--- src/rtl/seq_detect_ctrl.sv ---
// Job-based serial pattern detector: latches pattern/target/bit budget on start,
// counts overlapping matches and ends with a done or timeout pulse.
module seq_detect_ctrl #(
    parameter int PAT_W = 4,
    parameter int CNT_W = 8,
    parameter int TMO_W = 16
) (
    input  logic             clk,
    input  logic             rst,
    input  logic             start,
    input  logic [PAT_W-1:0] cfg_pattern,
    input  logic [CNT_W-1:0] cfg_target,
    input  logic [TMO_W-1:0] cfg_timeout,
    input  logic             din_valid,
    input  logic             din,
    output logic             busy,
    output logic             done,
    output logic             timeout,
    output logic             match_pulse,
    output logic [CNT_W-1:0] match_cnt
);

    // state | meaning
    // IDLE  | waiting for start; match_cnt holds result of last job
    // RUN   | consuming valid bits, counting matches
    // DONE  | one cycle: target reached
    // TMO   | one cycle: bit budget exhausted
    typedef enum logic [1:0] {
        ST_IDLE = 2'd0,
        ST_RUN  = 2'd1,
        ST_DONE = 2'd2,
        ST_TMO  = 2'd3
    } state_t;

    localparam int FILL_W = $clog2(PAT_W + 1);
    localparam logic [FILL_W-1:0] FILL_FULL = FILL_W'(PAT_W);

    state_t state_q, state_d;

    logic [PAT_W-1:0]  pat_q, pat_d;
    logic [CNT_W-1:0]  tgt_q, tgt_d;
    logic [TMO_W-1:0]  tmo_q, tmo_d;
    logic [PAT_W-1:0]  shreg_q, shreg_d;
    logic [FILL_W-1:0] fill_q, fill_d;
    logic [TMO_W-1:0]  bit_cnt_q, bit_cnt_d;
    logic [CNT_W-1:0]  match_cnt_q, match_cnt_d;

    logic busy_q, busy_d;
    logic done_q, done_d;
    logic timeout_q, timeout_d;
    logic match_pulse_q, match_pulse_d;

    logic [PAT_W-1:0]  shreg_shift;
    logic [FILL_W-1:0] fill_inc;
    logic [TMO_W-1:0]  bit_inc;
    logic [CNT_W-1:0]  cnt_inc;
    logic              accept;
    logic              run_bit;
    logic              hit;
    logic              reach;
    logic              budget_out;

    // state register
    always_ff @(posedge clk or posedge rst) begin
        if (rst) begin
            state_q <= ST_IDLE;
        end else begin
            state_q <= state_d;
        end
    end

    // datapath registers
    always_ff @(posedge clk or posedge rst) begin
        if (rst) begin
            pat_q         <= '0;
            tgt_q         <= '0;
            tmo_q         <= '0;
            shreg_q       <= '0;
            fill_q        <= '0;
            bit_cnt_q     <= '0;
            match_cnt_q   <= '0;
            busy_q        <= 1'b0;
            done_q        <= 1'b0;
            timeout_q     <= 1'b0;
            match_pulse_q <= 1'b0;
        end else begin
            pat_q         <= pat_d;
            tgt_q         <= tgt_d;
            tmo_q         <= tmo_d;
            shreg_q       <= shreg_d;
            fill_q        <= fill_d;
            bit_cnt_q     <= bit_cnt_d;
            match_cnt_q   <= match_cnt_d;
            busy_q        <= busy_d;
            done_q        <= done_d;
            timeout_q     <= timeout_d;
            match_pulse_q <= match_pulse_d;
        end
    end

    // match and termination conditions are judged on the post-shift view of the bit
    always_comb begin
        shreg_shift = {shreg_q[PAT_W-2:0], din};
        fill_inc    = (fill_q == FILL_FULL) ? fill_q : fill_q + FILL_W'(1);
        bit_inc     = bit_cnt_q + TMO_W'(1);
        cnt_inc     = match_cnt_q + CNT_W'(1);
        accept      = (state_q == ST_IDLE) && start;
        run_bit     = (state_q == ST_RUN) && din_valid;
        hit         = run_bit && (fill_inc == FILL_FULL) && (shreg_shift == pat_q);
        reach       = hit && (cnt_inc == tgt_q);
        budget_out  = run_bit && (tmo_q != '0) && (bit_inc == tmo_q);

        pat_d       = pat_q;
        tgt_d       = tgt_q;
        tmo_d       = tmo_q;
        shreg_d     = shreg_q;
        fill_d      = fill_q;
        bit_cnt_d   = bit_cnt_q;
        match_cnt_d = match_cnt_q;

        if (accept) begin
            pat_d       = cfg_pattern;
            tgt_d       = cfg_target;
            tmo_d       = cfg_timeout;
            shreg_d     = '0;
            fill_d      = '0;
            bit_cnt_d   = '0;
            match_cnt_d = '0;
        end else if (run_bit) begin
            shreg_d   = shreg_shift;
            fill_d    = fill_inc;
            bit_cnt_d = bit_inc;
            if (hit) begin
                match_cnt_d = cnt_inc;
            end
        end
    end

    // next-state logic; a match that reaches target beats an exhausted budget
    always_comb begin
        state_d = state_q;
        case (state_q)
            ST_IDLE: begin
                if (start) begin
                    state_d = (cfg_target == '0) ? ST_DONE : ST_RUN;
                end
            end
            ST_RUN: begin
                if (reach) begin
                    state_d = ST_DONE;
                end else if (budget_out) begin
                    state_d = ST_TMO;
                end
            end
            ST_DONE: state_d = ST_IDLE;
            ST_TMO:  state_d = ST_IDLE;
            default: state_d = ST_IDLE;
        endcase
    end

    // outputs decoded from the next state so they land in the same register stage
    always_comb begin
        busy_d        = (state_d == ST_RUN);
        done_d        = (state_d == ST_DONE);
        timeout_d     = (state_d == ST_TMO);
        match_pulse_d = hit;
    end

    assign busy        = busy_q;
    assign done        = done_q;
    assign timeout     = timeout_q;
    assign match_pulse = match_pulse_q;
    assign match_cnt   = match_cnt_q;

endmodule

--- config.mk ---
export PLATFORM = sky130hd
export DESIGN_NAME = seq_detect_ctrl
export DESIGN_NICKNAME = d
export VERILOG_FILES = /design/src/rtl/seq_detect_ctrl.sv
export SDC_FILE = /design/constraint.sdc
export NUM_CORES = 1
export LEC_CHECK = 0
export BUFFER_PORTS_ARGS = -buffer_cell sky130_fd_sc_hd__buf_2
export CORE_MARGIN = 5
export CORE_UTILIZATION = 40
export CTS_BUF_LIST = sky130_fd_sc_hd__clkbuf_16
export DETAILED_ROUTE_END_ITERATION = 12
export PLACE_DENSITY = 0.63
export SLEW_MARGIN = 0
export SYNTH_ARGS = -nofsm -noshare
export SYNTH_HDL_FRONTEND = slang
export SYNTH_SLANG_ARGS = --single-unit
--- constraint.sdc ---
create_clock -name clk -period 2.72 [get_ports clk]
set_clock_uncertainty 0.15 [all_clocks]
set_input_delay 0.136 -clock clk [delete_from_list [all_inputs] [get_ports clk]]
set_output_delay 0.136 -clock clk [all_outputs]
set_load 0.02 [all_outputs]
==> results of run 1 <==
Yosys cell counts (2+ instances only):
cell / count / share of area
nor2_1: 23 / 0.024
nand4_1: 7 / 0.012
o21bai_1: 3 / 0.0063
a31oi_1: 5 / 0.0088
nor3_1: 4 / 0.0056
or3_1: 2 / 0.0035
o21ai_1: 4 / 0.0056
and4_1: 2 / 0.0049
nand2_1: 24 / 0.025
nor2b_1: 7 / 0.012
nor3b_1: 2 / 0.0042
nor4_1: 6 / 0.011
a22o_1: 6 / 0.015
ha_1: 4 / 0.014
dfrtp_1: 64 / 0.45
and3_1: 4 / 0.0070
and2_1: 2 / 0.0035
clkbuf_1: 14 / 0.015
o31ai_1: 6 / 0.013
nand2b_1: 3 / 0.0053
mux2_2: 28 / 0.088
o41ai_1: 5 / 0.012
xor2_1: 16 / 0.039
nand3_1: 9 / 0.013
nand3b_1: 2 / 0.0042
o21ai_0: 27 / 0.038
or4_1: 2 / 0.0042
a21oi_1: 8 / 0.011
or3b_1: 2 / 0.0049
a311oi_1: 2 / 0.0049
inv_1: 8 / 0.0084
xnor2_1: 21 / 0.052
buf_2: 5 / 0.0070
nor4_2: 3 / 0.011
o2111a_1: 2 / 0.0063
sequential cells by signal (all words and copies together), names as in the netlist:
register and cells:
match_pulse 1, match_cnt 8, tgt_q 8, timeout 1, done 1, bit_cnt_q 16, shreg_q 3, state_q 2
tmo_q 16, fill_q 3, pat_q 4, busy 1
cells in the final DEF, fill, tap and decap left out, drive strengths merged, types with 4 or more instances in the layout:
cell and n:
a21oi 8, a22o 6, a31oi 5, and3 4, buf 56, clkbuf 9
clkinv 5, dfrtp 64, dlygate4sd3 30, ha 4, inv 8, mux2 28
nand2 24, nand3 10, nand4 8, nor2 23, nor2b 7, nor3 4
nor4 9, o21ai 31, o31ai 6, o41ai 5, xnor2 21, xor2 16
timing repair:
| item | 4_1_cts | 5_1_grt |
|---|---|---|
| hold buffers | 30 | 0 |
| setup endpoints to repair | 0 | 0 |
| hold endpoints to repair | 46 | 0 |
worst paths after layout:
path / end / slack [ns]
setup / recovery: timeout / 0.28
hold / removal: tgt_q[1] / 0.19
setup reg to reg: timeout / 0.28
hold reg to reg: bit_cnt_q[15] / 0.36
max in group asynchronous: fill_q[0] / 1.54
min in group clk: bit_cnt_q[13] / 0.21
power breakdown:
part / internal [W] / total (W) / switching, W
sequential: 0.00123 / 0.00154 / 0.000310
clock: 0.000793 / 0.00121 / 0.000413
combinational: 0.000625 / 0.00117 / 0.000540
worst max-delay path: cells and delay by family (launching register included):
kind | cells | cell delay, ns
flops | 1 | 0.40
buf+inv | 1 | 0.08
fa+ha+maj | 1 | 0.23
simple gates | 3 | 0.71
compound gates | 3 | 0.77
logic make-up (layout without fill, tap and decap cells):
logic type,after synthesis,after routing,synth area share
adders and majority gates,4,4,0.0140
DFF,64,64,0.449
AOI/OAI and AO/OA,77,77,0.149
buffers and inverters,27,110,0.0302
xor gates and xnor gates,37,37,0.0908
muxes,28,28,0.0884
and+or+nand+nor,111,111,0.178
area by class of cell:
| class | count | area, um2 |
|---|---|---|
| Clock buffer | 9 | 225 |
| Clock inverter | 7 | 86.3 |
| Fill cell | 755 | 4170 |
| Inverter | 8 | 30.0 |
| Multi-Input combinational cell | 257 | 1860 |
| Sequential cell | 64 | 1600 |
| Tap cell | 108 | 135 |
| Timing Repair Buffer | 86 | 611 |
metrics by stage:
stage | cells | total power (W) | hold slack [ns]
after floorplan | 348 | 0.00236 | 0.126
after global placement | 493 | 0.00264 | 0.00211
after detailed placement | 493 | 0.00268 | 0.00483
after CTS | 539 | 0.00394 | 0.195
after global routing | 539 | 0.00416 | 0.254
final | 539 | 0.00391 | 0.191
per-layer routing:
metal,global-route usage,up-vias,wire (um),share of wire
li1,-,1426,-,-
met1,0.234,1390,4200,0.50
met2,0.229,68,3600,0.43
met3,0.0341,16,337,0.040
met4,0.0749,0,200,0.024
met5,0,-,0,0
==> results.ini, run 1 <==
[floorplanning]
coreArea_um2=8720
die_h_um=104
start_util=0.409
die_x_um=104
die_area_um2=10900
io_pins=45
num_rows=34

[timing]
max_clock_freq_mhz=409
finalCritPeriodShare=0.898
hold_viol=0
drv_slew=0
fin_ws_ns=0.278
max_slew_margin=0.561
tns_ns=0
tightest_slew_ns=0.656
post-route-min-period_ns=2.44
setup_violations=0
rsz0062_at_grt=false

[final_layout]
drive_above_1_share=0.258
final_core_util=0.522
syn2layout_area_growth_pct=27.6
design_area_um2=4550
antennaDiodeCount=0
nNetsFinal=463

[place]
routabilityCongestion=0.824
hpwl_um=5790
portBuffers=44
post-place-ws_ns=0.299
place_area_um2=3940

[worst_setup_path]
reg2reg_depth=8
critPathCaptureType=register
path_max_fanout=4
path_cells=inv_1 > ha_1 > or3b_1 > a31oi_1 > nand3_1 > a2111oi_4 > o21ai_1 > and2_1
start_kind=register
worstPathArrival_ns=2.51
critPathKind=reg2reg
cp-startpoint=fill_q[0]
critPathSlowestCell=a2111oi_4
worst-endpoint-required_ns=2.79
slowest_delay_ns=0.41
timing.rr.start=fill_q[0]

[synthesis]
syn_inst=348
synthDistinctLibCells=51
synth_flop_cell=dfrtp_1
ys_seq_area_frac=0.449
ys_ff_latch=64
synthArstFlopShare=1.00
syn-cell-area_um2=3570
synth_nets=385
yosysWarnings=0
synth_edf_count=0
syn_area_per_cell_um2=10.3

[clock_tree]
clock_path_buffers=2
cts-buffers-inserted=9
post-cts-setup-buffers=0
postCtsResizedCells=0
cts_sinks=64
cts_tree=done
cts-root-buf=clkbuf_16
htreeDepth=3
clk_latency_ns=0.33
path_clk_slew_ns=0.05

[routing]
drt_iter0_drc=177
wl_per_cell_um=15.5
drc=0
vias_per_cell=5.38
postRouteAntennaNets=0
routed_wl_um=8350
vias=2900
first_pass_iters=4

[pwr]
ir_drop_uv=397
leakagePower_nw=2.00
power.density_nw_per_um2=859

[global_route]
track_usage=0.161
grt_pass1_vias=2840
gr-total-overflow=0
grt_max_degree=27
grt_pass1_wl_um=14300
antenna_found_initial=0

[min_path]
hold_path_class=in2async

[job]
cap_violations=0

[status]
status=completed

(Power assumes the default switching activity.)
==> inputs of run 2 (changes only) <==
BUFFER_PORTS_ARGS = default   (was -buffer_cell sky130_fd_sc_hd__buf_2)
CAP_MARGIN = 0   (was default)
DONT_BUFFER_PORTS = 1   (was default)
PLACE_DENSITY = 0.58   (was 0.63)
==> run 2 against run 1 <==
  * First-iteration DRC count decreased by 18%
  * Fmax decreased by 0.30%
  * Largest cell class unchanged
  * Setup slack got worse by 0.0073 ns
  * Largest power group unchanged
  * Clock-buffer cell count unchanged
  * Design area decreased by 5.2%
==> results.ini, run 2 (synthesis gave the netlist of run 1 again) <==
[status]
status=completed  ; unchanged

[timing]
rsz0062_at_grt=false  ; unchanged
tightest_slew_ns=0.600  ; was 0.656 ns
setup_violations=0  ; unchanged
max_slew_margin=0.598  ; was 0.561
drv_slew=0  ; unchanged
tns_ns=0  ; unchanged
max_clock_freq_mhz=408  ; was 409 MHz
whs_ns=0.00257  ; was 0.191 ns
post-route-min-period_ns=2.45  ; was 2.44 ns
finalCritPeriodShare=0.901  ; was 0.898
hold_viol=0  ; unchanged

[final_layout]
nNetsFinal=423  ; was 463
antennaDiodeCount=0  ; unchanged
final_core_util=0.495  ; was 0.522
final_cell_mix=64 x dfrtp_1, 30 x dlygate4sd3_1, 28 x mux2_2  ; was 64 x dfrtp_1, 44 x buf_2, 30 x dlygate4sd3_1
layout_commonest_cell=dfrtp_1  ; unchanged
syn2layout_area_growth_pct=21.0  ; was 27.6%
drive_above_1_share=0.179  ; was 0.258
reg_top3=bit_cnt_q: 16 flops, tmo_q: 16 flops  ; unchanged

[clock_tree]
clock_path_buffers=2  ; unchanged
cts_tree=done  ; unchanged
cts-buffers-inserted=9  ; unchanged
path_clk_slew_ns=0.05  ; about the same
post-cts-setup-buffers=0  ; unchanged
cts-root-buf=clkbuf_16  ; unchanged
clk_latency_ns=0.33  ; about the same
htreeDepth=3  ; unchanged
cts_sinks=64  ; unchanged

[floorplanning]
num_rows=34  ; unchanged
die_x_um=104  ; unchanged
die_area_um2=10900  ; unchanged
die_h_um=104  ; unchanged
start_util=0.409  ; unchanged
coreArea_um2=8720  ; unchanged
io_pins=45  ; unchanged

[global_route]
grt_pass1_wl_um=13900  ; was 14300 um
track_usage=0.157  ; was 0.161
grt_max_degree=34  ; was 27
gr-total-overflow=0  ; unchanged
antenna_found_initial=0  ; unchanged
grt_pass1_vias=2736  ; was 2840

[min_path]
worstHoldEndpoint=state_q[0]
hold_path_class=in2reg  ; was in2async
hold-path-cell-count=3
min_from=cfg_target[2]

[place]
portBuffers=0  ; was 44
routabilityCongestion=0.833  ; was 0.824
hpwl_um=5800  ; was 5790 um

[routing]
drt_iter0_drc=145  ; was 177
vias=2758  ; was 2900
wl_met2_um=3660  ; was 3600 um
first_pass_iters=4  ; unchanged
vias_per_cell=5.53  ; was 5.38
maxUsedRoutingLayer=met4  ; unchanged
wl_met3_um=432  ; was 337 um
wl_per_cell_um=16.4  ; was 15.5 um
postRouteAntennaNets=0  ; unchanged
drc=0  ; unchanged
drt-met1-wl_um=3990  ; was 4200 um
routed_wl_um=8190  ; was 8350 um

[worst_setup_path]
timing.rr.start=fill_q[0]  ; unchanged
path_max_fanout=4  ; unchanged
cp_num_buf_inv=1  ; unchanged
r2r_slack_ns=0.27  ; was 0.28 ns
r2r_end=timeout  ; unchanged
critPathSlowestCell=a2111oi_4  ; unchanged
worstPathArrival_ns=2.52  ; was 2.51 ns
worst-endpoint-required_ns=2.79  ; about the same
critPathCaptureType=register  ; unchanged
reg2reg_depth=8  ; unchanged
start_kind=register  ; unchanged
path_cells=inv_1 > ha_1 > or3b_1 > a31oi_1 > nand3_1 > a2111oi_4 > o21ai_1 > and2_1  ; unchanged
slowest_delay_ns=0.44  ; was 0.41 ns
path_depth=8  ; unchanged
critPathKind=reg2reg  ; unchanged
critical-path-top-delay-family=compound AO/OA/AOI/OAI gates  ; unchanged

[pwr]
p_total_w=0.00369  ; was 0.00391 W
power.density_nw_per_um2=856  ; was 859 nW/um2
ir_drop_uv=387  ; was 397 uV
leakagePower_nw=1.81  ; was 2.00 nW

[job]
cap_violations=0  ; unchanged

-- run 2: cell types whose count changed in the layout (fill, tap and decap cells not counted) --
cell | previous run | this run
inv_1 | 7 | 8
clkinv_2 | 2 | 1
buf_2 | 44 | 0
buf_4 | 12 | 16
clkinvlp_4 | 0 | 2
bufinv_16 | 2 | 0
-- run 2: power breakdown --
part | internal [W] | leakage (nW) | total [W] | switching, W
sequential | 0.00123 | 0.822 | 0.00153 | 0.000301
combinational | 0.000618 | 0.856 | 0.00114 | 0.000521
clock | 0.000606 | 0.128 | 0.00102 | 0.000419
-- run 2: worst max path at each step --
stage	startpoint	to
6_report	fill_q[0]	timeout
5_1_grt	fill_q[0]	timeout
4_1_cts	fill_q[0]	timeout
3_5_place_dp	fill_q[0]	timeout
3_3_place_gp	fill_q[0]	timeout
2_1_floorplan	bit_cnt_q[0]	timeout
-- run 2: metrics by stage --
stage	worst slack (ns)	cells	area [um2]
floorplan	0.342	348	3570
global placement	0.350	453	3750
detailed placement	0.290	453	3750
CTS	0.276	499	4320
global route	0.109	499	4320
finish	0.270	499	4320
-- run 2: worst register-to-register path: stages (launching register included) --
cell	delay (ns)
dfrtp_1	0.38
inv_1	0.07
ha_1	0.23
or3b_1	0.38
a31oi_1	0.23
nand3_1	0.17
a2111oi_4	0.44
o21ai_1	0.13
and2_1	0.17
-- run 2: layout make-up --
cell class,instances,area [um2]
Tap cell,108,135
Inverter,8,30.0
Multi-Input combinational cell,257,1860
Clock inverter,7,40.0
Timing Repair Buffer,46,420
Clock buffer,9,225
Fill cell,776,4400
Sequential cell,64,1600
-- run 2: metal layers --
| layer | vias to the layer above | track usage |
|---|---|---|
| met5 | - | 0 |
| met4 | 0 | 0.0453 |
| met3 | 10 | 0.0441 |
| met2 | 63 | 0.229 |
| met1 | 1331 | 0.227 |
| li1 | 1354 | - |
-- run 2: timing repair --
action / CTS / global route
hold buffers: 30 / 0
endpoints found under the hold margin: 94 / 0
resized for setup: 0 / 0
==> inputs of run 3 (changes only) <==
RECOVER_POWER = 50   (was default)
==> run 3 against run 2 <==
  * Non-clock buffer count unchanged
  * First-iteration DRC count unchanged
  * Register-to-register slack about the same
  * Global-route usage unchanged
  * Worst hold slack about the same
  * Sequential power about the same
  * Largest power group unchanged
  * Critical path type unchanged
  * Clock power about the same
  * Combinational power about the same
==> results.ini, run 3 (synthesis gave the netlist of run 1 again) <==
[final_layout]
antennaDiodeCount=0  ; unchanged
drive_above_1_share=0.174  ; was 0.179
layout_commonest_cell=dfrtp_1  ; unchanged
design_area_um2=4310  ; was 4320 um2
syn2layout_area_growth_pct=20.8  ; was 21.0%
reg_top3=bit_cnt_q: 16 flops, tmo_q: 16 flops  ; unchanged
final_cell_mix=64 x dfrtp_1, 30 x dlygate4sd3_1, 28 x mux2_2  ; unchanged
nNetsFinal=423  ; unchanged

[worst_setup_path]
critPathKind=reg2reg  ; unchanged
r2r_slack_ns=0.27  ; about the same
critPathCaptureType=register  ; unchanged
path_max_fanout=4  ; unchanged
cp-startpoint=fill_q[0]  ; unchanged
worst-endpoint-required_ns=2.79  ; about the same
timing.rr.start=fill_q[0]  ; unchanged
start_kind=register  ; unchanged
crit_end=timeout  ; unchanged
r2r_end=timeout  ; unchanged
worstPathArrival_ns=2.52  ; about the same
reg2reg_depth=8  ; unchanged

[pwr]
ir_drop_uv=387  ; about the same
power.density_nw_per_um2=857  ; was 856 nW/um2
internal-power_w=0.00245  ; about the same
power_switching_w=0.00124  ; about the same
combPwrFrac=0.308  ; about the same
netSwitchingFraction=0.336  ; about the same
clkPwrFrac=0.278  ; was 0.277
power_frac_seq=0.414  ; about the same
leakagePower_nw=1.80  ; was 1.81 nW

[global_route]
track_usage=0.157  ; unchanged
gr-total-overflow=0  ; unchanged
antenna_found_initial=0  ; unchanged
grt_pass1_wl_um=13900  ; unchanged
grt_max_degree=34  ; unchanged
grt_pass1_vias=2736  ; unchanged

[clock_tree]
cts_tree=done  ; unchanged
path_clk_slew_ns=0.05  ; about the same
post-cts-setup-buffers=0  ; unchanged
cts-root-buf=clkbuf_16  ; unchanged
clock_path_buffers=2  ; unchanged
htreeDepth=3  ; unchanged
cts-buffers-inserted=9  ; unchanged
cts_sinks=64  ; unchanged
clk_latency_ns=0.33  ; about the same

[routing]
wl_per_cell_um=16.4  ; about the same
first_pass_iters=4  ; unchanged
drc=0  ; unchanged
vias_per_cell=5.54  ; was 5.53
vias=2764  ; was 2758
postRouteAntennaNets=0  ; unchanged
routed_wl_um=8200  ; was 8190 um
drt_iter0_drc=145  ; unchanged

[place]
hpwl_um=5800  ; unchanged
routabilityCongestion=0.833  ; unchanged
post-place-ws_ns=0.290  ; unchanged
place_area_um2=3750  ; unchanged
portBuffers=0  ; unchanged

[timing]
tns_ns=0  ; unchanged
post-route-min-period_ns=2.45  ; unchanged
hold_viol=0  ; unchanged
fin_ws_ns=0.270  ; unchanged
max_clock_freq_mhz=408  ; unchanged
rsz0062_at_grt=false  ; unchanged
drv_slew=0  ; unchanged
max_slew_margin=0.247  ; was 0.598
finalCritPeriodShare=0.901  ; unchanged
tightest_slew_ns=1.13  ; was 0.600 ns
setup_violations=0  ; unchanged

[min_path]
hold_path_class=in2reg  ; unchanged

[floorplanning]
num_rows=34  ; unchanged
start_util=0.409  ; unchanged
coreArea_um2=8720  ; unchanged
die_area_um2=10900  ; unchanged
die_x_um=104  ; unchanged
die_h_um=104  ; unchanged
io_pins=45  ; unchanged

[status]
status=completed  ; unchanged

[job]
cap_violations=0  ; unchanged

run 3: changes by cell type in the layout (fill, tap and decap cells not counted), sizes merged:
cell,previous run,this run
clkbuf,9,11
buf,16,14
run 3: area by class of cell:
cell class,instances,area [um2]
clock buffer,9,225
clock inverter,7,40.0
fill,776,4410
inverter,8,30.0
multi-input combinational,257,1860
sequential,64,1600
tap,108,135
timing repair buffer,46,414
run 3: worst min path at each step:
stage          cells past startpoint          start  slack, ns          end
3_5_place_dp                       1            rst      -0.18  match_pulse
6_report                           3  cfg_target[2]      0.003   state_q[0]
4_1_cts                            3  cfg_target[2]      0.003   state_q[0]
5_1_grt                            4  cfg_target[2]       0.05         done
2_1_floorplan                      1            din       0.13   shreg_q[0]
3_3_place_gp                       1            rst      -0.18  match_pulse
run 3: power by group through the flow:
stage          Clock (W)  Combinational, W  Sequential [W]
2_1_floorplan          0          0.000905         0.00146
3_3_place_gp           0           0.00109         0.00153
3_5_place_dp           0           0.00111         0.00155
4_1_cts          0.00105           0.00115         0.00153
5_1_grt          0.00110           0.00127         0.00157
6_report         0.00102           0.00114         0.00153
run 3: critical path, cell delays in order (launching register included):
cell and delay [ns]:
dfrtp_1 0.38, inv_1 0.07, ha_1 0.23, or3b_1 0.38
a31oi_1 0.23, nand3_1 0.17, a2111oi_4 0.44, o21ai_1 0.13
and2_1 0.17
run 3: timing repair:
| action | in CTS | in global routing |
|---|---|---|
| hold endpoints to repair | 94 | 0 |
| hold buffers | 30 | 0 |
| gates resized for setup | 0 | 0 |
run 3: metrics by stage:
step                      hold slack (ns)  utilization  std cells  total power [W]
after floorplan                     0.126            -        348          0.00236
after global placement             -0.175        0.430        453          0.00262
after detailed placement           -0.179        0.430        453          0.00265
after CTS                         0.00326        0.495        499          0.00372
after global routing               0.0481        0.494        499          0.00394
final                             0.00259        0.494        499          0.00369
run 3: per-layer routing:
| metal | share of wire | up-vias | GRT usage | wire length [um] |
|---|---|---|---|---|
| li1 | - | 1354 | - | - |
| met1 | 0.49 | 1338 | 0.227 | 4040 |
| met2 | 0.45 | 62 | 0.229 | 3660 |
| met3 | 0.048 | 10 | 0.0441 | 397 |
| met4 | 0.013 | 0 | 0.0453 | 104 |
| met5 | 0 | - | 0 | 0 |
